[config.mk]
export PLATFORM = sky130hd
export DESIGN_NAME = piso_tx
export DESIGN_NICKNAME = d
export VERILOG_FILES = /design/src/rtl/piso_tx.sv
export SDC_FILE = /design/constraint.sdc
export NUM_CORES = 1
export LEC_CHECK = 0
export ABC_AREA = 1
export ABC_CLOCK_PERIOD_IN_PS = 1200
export CAP_MARGIN = 40
export CORE_AREA = 2 2 39 41
export DETAILED_ROUTE_END_ITERATION = 10
export DIE_AREA = 0 0 41 43
export GPL_TIMING_DRIVEN = 0
export MAX_ROUTING_LAYER = met4
export SLEW_MARGIN = 20
export SYNTH_ARGS = -nofsm -noshare
export SYNTH_HDL_FRONTEND = slang
export SYNTH_SLANG_ARGS = --single-unit
[constraint.sdc]
create_clock -name clk -period 1.2 [get_ports clk]
set_clock_uncertainty 0.1 [all_clocks]
set_input_delay 0.24 -clock clk [delete_from_list [all_inputs] [get_ports clk]]
set_output_delay 0.24 -clock clk [all_outputs]
set_load 0.005 [all_outputs]
[src/rtl/piso_tx.sv]
// Parallel-in serial-out transmitter with a one-word load handshake.
// A new word may be accepted during the last bit so consecutive words stream with no gap.
module piso_tx #(
  parameter int WIDTH     = 4,
  parameter bit MSB_FIRST = 1'b1
) (
  input  logic                       clk,
  input  logic                       rst,
  input  logic [WIDTH-1:0]           din,
  input  logic                       load,
  output logic                       ready,
  output logic                       q,
  output logic                       q_valid,
  output logic                       done,
  output logic [$clog2(WIDTH)-1:0]   bit_cnt
);

  localparam int CW = $clog2(WIDTH);

  typedef enum logic {IDLE = 1'b0, SHIFT = 1'b1} state_t;

  state_t           state;
  state_t           next_state;
  logic [WIDTH-1:0] sreg;
  logic [CW-1:0]    cnt;
  logic             q_r;
  logic             last;
  logic             accept;

  // Handshake: a word is taken on any posedge where load && ready.
  assign last   = (state == SHIFT) && (cnt == CW'(WIDTH - 1));
  assign accept = load && ready;

  always_ff @(posedge clk or posedge rst) begin
    if (rst) state <= IDLE;
    else     state <= next_state;
  end

  always_comb begin
    next_state = state;
    case (state)
      IDLE:    if (accept) next_state = SHIFT;
      SHIFT:   if (last && !accept) next_state = IDLE;
      default: next_state = IDLE;
    endcase
  end

  always_comb begin
    ready   = (state == IDLE) || last;
    q_valid = (state == SHIFT);
    done    = last;
    bit_cnt = cnt;
    q       = q_r;
  end

  // q_r holds the bit on the wire; sreg keeps that bit at its outgoing end.
  always_ff @(posedge clk or posedge rst) begin
    if (rst) begin
      sreg <= '0;
      cnt  <= '0;
      q_r  <= 1'b0;
    end else if (accept) begin
      sreg <= din;
      cnt  <= '0;
      q_r  <= MSB_FIRST ? din[WIDTH-1] : din[0];
    end else if (state == SHIFT && !last) begin
      sreg <= MSB_FIRST ? {sreg[WIDTH-2:0], 1'b0} : {1'b0, sreg[WIDTH-1:1]};
      q_r  <= MSB_FIRST ? sreg[WIDTH-2] : sreg[1];
      cnt  <= cnt + CW'(1);
    end else if (last) begin
      sreg <= '0;
      cnt  <= '0;
      q_r  <= 1'b0;
    end
  end

endmodule

Yosys cells after proc, flatten, opt, wreduce, memory -nomap -nowiden. Cells that the tools add are included.

Output and inout port bits: 6. Register bits: 7. Logic and storage cells: 27.

Eq/ne operators: 1. Mux-type cells: 12. $add $sub $neg: 1. Reduce and logical (&&, ||, !) cells: 8. Bitwise logic cells: 1.

Operator list (count): $mux 3 (3); $mux 2 (3); $mux 1 (5); $logic_and 1x1->1 (4); $reduce_bool 3->1 (1); $add 2x1->2 const B (1); $eq 2x2->1 const B (1); $logic_not 1->1 (2); $pmux 1 s2 (1); $logic_or 1x1->1 (1); $not 1->1 (1).

Longest topological paths before layout.
Word-level depth: 8. Depth in mapped cells: 5. Depth with buffers taken out: 5.

Least setup slack after synthesis. No wires, ideal clock.

Path type: register to register. From: reg cnt[0], in the netlist bit_cnt[0]. To: reg q_r, in the netlist q. Cell stages (with the launch flop): 6. Path slack: 0.053 ns. Arrival: 0.923 ns. Required time: 0.976 ns. Setup time: 0.124 ns. Buffers on the path: 0. Period minus slack after synthesis: 1.147 ns. Cells stage by stage: dfrtp_1 -> ha_1 -> inv_2 -> nand2_2 -> nand3_1 -> nand3_1.

Elaborated cells on any way between the ends: 9.

RTL lines: from (decl) (RTL line 25) `logic [CW-1:0] cnt;`; from (signal assigned) (RTL line 69) `cnt <= cnt + CW'(1);`; $eq 2x2->1 (*) (RTL line 31) `assign last = (state == SHIFT) && (cnt == CW'(WIDTH - 1));`; $logic_and 1x1->1 (*) (RTL line 31); $logic_or 1x1->1 (*) (RTL line 49) `ready = (state == IDLE) || last;`; via ready (RTL line 11) `output logic ready,`; $logic_and 1x1->1 (*) (RTL line 32) `assign accept = load && ready;`; $reduce_bool 3->1 (no line) or $mux 1 (tied branches); to (signal assigned) (RTL line 65) `q_r <= MSB_FIRST ? din[WIDTH-1] : din[0];`; to (signal assigned) (RTL line 68) `q_r <= MSB_FIRST ? sreg[WIDTH-2] : sreg[1];`; to (decl) (RTL line 26) `logic q_r;`.

The timed path passes the listed nets; every way through them passes the cells marked *. A chain may end at the register's enable or synchronous reset.

Worst setup path in the final report.
From: reg cnt[1], in the netlist bit_cnt[1]. To: out ready.

Cells in the longest elaborated chain, start to end: 3.

RTL lines (RTL line): $eq 2x2->1 (31); $logic_and 1x1->1 (31); $logic_or 1x1->1 (49); to (decl) (11).

No other way between the ends.

==> impl_metrics.yaml <==
pwr:
  p_sw_mw: 0.470
  p_int_mw: 0.897
  p_leak_nw: 0.293
  combPwrFrac_pct: 54.5
  power_frac_clock_pct: 15.6
  p_per_area_nw_per_um2: 2350
  p_seq_share_pct: 29.9
  peakVddDrop_v: 0.00110
  swShare_pct: 34.4
critical_path:
  cp_data_required_time_ns: 0.86
  start_kind: "flip-flop"
  cp_max_fo: 3
  critPathKind: "flip-flop to primary output"
  arrival_ns: 1.05
  critPathCaptureType: "primary output"
finish:
  area_growth_pct: 80.5
  antenna_cells: 0
  drive_gt1_share_pct: 41.7
  fin_util_pct: 42.0
  final_nets: 69
  fillers: 146
  final_area_sq_um: 581
synth:
  syn_area_sq_um: 322
  synth.distinct_cells: 11
  synth-simple-area-share_pct: 35.4
  yosys-mux-area-fraction_pct: 0
  ys_seq_area_share_pct: 54.5
  synth_top_family_by_area: "simple AND/OR/NAND/NOR gates"
  netlist_top_cells_area: "dfrtp_1 54%, nand2_1 15%, nand3_1 11%"
  synth_fa_ha_area_share_pct: 3.89
  yosys_warnings: 0
  synth_compound_area_share_pct: 1.56
  syn_nets: 45
  yosysTopAreaCell: "dfrtp_1"
  synth_seq_cells: 7
  syn_inst: 37
  syn_area_per_cell_sq_um: 8.69
  synthXorXnorAreaFrac_pct: 0
  yosys.area.top_type_share_pct: 54.5
sta:
  fin_crit_ns: 1.39
  setup-tns-final_ns: -0.487
  slew_violations: 0
  fmaxAchievable_ghz: 0.717
  max_slew_margin_pct: 82.3
  holdWs_ns: 0.121
  hold_viol: 0
  finalSetupViolCount: 6
  rsz0062_at_grt: "true"
  min_period_over_period_pct: 116
  tightestPinTransition_ns: 0.266
  setup_ws_ns: -0.195
detailed_routing:
  drt-initial-drc-count: 11
  drt_wl_total_microns: 795
  ant_nets: 0
  route.detailed.drc: 0
  drtPass1Iterations: 4
  wl_per_cell_microns: 10.5
  vias_per_cell: 4.39
  vias: 334
outcome:
  outcome: "complete, but fails checks"
  violations: "setup timing"
clock_tree:
  cts.clk_slew.worst_paths_ns: 0.05
  cts_tree: "yes"
  clk_latency_ns: 0.25
  root_buffer: "clkbuf_4"
  cts.sinks: 7
  cts_max_path_buffers: 2
  cts_max_level: 1
  cts_buffers: 3
global_routing:
  grt_pass1_vias: 311
  grt_pass1_wl_microns: 1290
  grt_overflow: 0
  grt_usage_pct: 12.1
  antenna_found_initial: 0
  grt_max_degree: 8
floorplan:
  initial_core_util_pct: 23.2
  die_y_microns: 43
  die_w_microns: 41
  die-area_sq_um: 1760
  coreArea_sq_um: 1380
  row_count: 14
  ios: 13
min_path:
  hold_class: "input port to async pin"
placed_design:
  place_ws_ns: -0.467
  post-dp-hpwl_microns: 460
  place_congestion: 0.716
  numPortBuffers: 12
  dpl-instance-area_sq_um: 462
run:
  maxCapViolations: 0
-- critical path, cell delays in order, from the launching register on --
cell     delay (ns)
dfrtp_1        0.41
ha_4           0.19
inv_4          0.05
nand2_4        0.04
buf_6          0.10
-- metal layers --
layer  share of wire (%)  GRT usage (%)
met5                   0              -
met2                  45           15.3
met4                 1.6           6.00
met3                  12           7.85
met1                  41           14.3
-- sequential cells by signal, summed over array words and instances (netlist names) --
register / flops
bit_cnt: 2
sreg: 3
q: 1
q_valid: 1
-- stage by stage --
| step | total power [mW] | instances |
|---|---|---|
| 2_1_floorplan | 0.642 | 37 |
| 3_3_place_gp | 0.885 | 65 |
| 3_5_place_dp | 0.888 | 65 |
| 4_1_cts | 1.36 | 77 |
| 5_1_grt | 1.49 | 76 |
| 6_report | 1.37 | 76 |
-- final cells by class --
| type | count | area (sq um) | area share [%] |
|---|---|---|---|
| Tap cell | 16 | 20.0 | 3.45 |
| Sequential cell | 7 | 176 | 30.4 |
| Timing Repair Buffer | 19 | 181 | 31.2 |
| Multi-Input combinational cell | 26 | 159 | 27.4 |
| Clock buffer | 4 | 26.3 | 4.53 |
| Inverter | 4 | 17.5 | 3.02 |
-- placed cells by master (no fill, tap or decap) --
cell and n:
o21ai_1 1, inv_1 2, nor2_4 1, dfrtp_2 1, nor2_2 1, ha_4 1, dfrtp_1 6, clkdlybuf4s50_1 6
buf_6 5, inv_4 1, nand2_4 1, or2_1 1, buf_4 4, clkbuf_2 1, nand2_1 13, clkbuf_1 1
nand3_1 5, buf_12 1, buf_2 2, inv_2 1, nand3_2 2, clkbuf_4 3
-- power by group through the flow --
stage	clock network [mW]	registers (mW)	logic (mW)
after floorplan	0	0.401	0.241
after global placement	0	0.406	0.479
after detailed placement	0	0.405	0.483
after CTS	0.226	0.402	0.733
after global routing	0.236	0.416	0.835
final	0.213	0.408	0.745
-- cells in the mapped netlist --
cell type	number
nand3_1	7
nand2_1	13
ha_1	1
inv_2	2
inv_1	2
nand2_2	1
nor2_2	1
o21ai_1	1
nor2_4	1
dfrtp_1	7
or2_1	1
-- cells by family (layout without fill, tap and decap cells) --
group,count (synthesis),in the layout
AOI/OAI and AO/OA,1,1
adders and majority gates,1,1
buffers and inverters,4,27
DFF,7,7
and+or+nand+nor,24,24
-- repair_timing --
item                       CTS  global route
pin swaps                    3             8
hold buffers                 0             0
resized for setup           30             6
setup endpoints to repair    9            10
buffers inserted             8             1
-- worst paths after layout --
check,end,slack [ns],start,depth (start not counted)
min in group clk,sreg[2]$_DFFE_PP0P_,0.38,sreg[1]$_DFFE_PP0P_,2
hold / removal,sreg[2]$_DFFE_PP0P_,0.12,rst,2
max in group asynchronous,q_valid$_DFF_PP0_,0.65,rst,2
setup / recovery,ready,-0.19,bit_cnt[1]$_DFFE_PP0P_,4
setup reg to reg,q$_DFFE_PP0P_,-0.02,bit_cnt[1]$_DFFE_PP0P_,6
hold reg to reg,sreg[2]$_DFFE_PP0P_,0.38,sreg[1]$_DFFE_PP0P_,2
No activity file was read; power rests on OpenSTA's default activity.
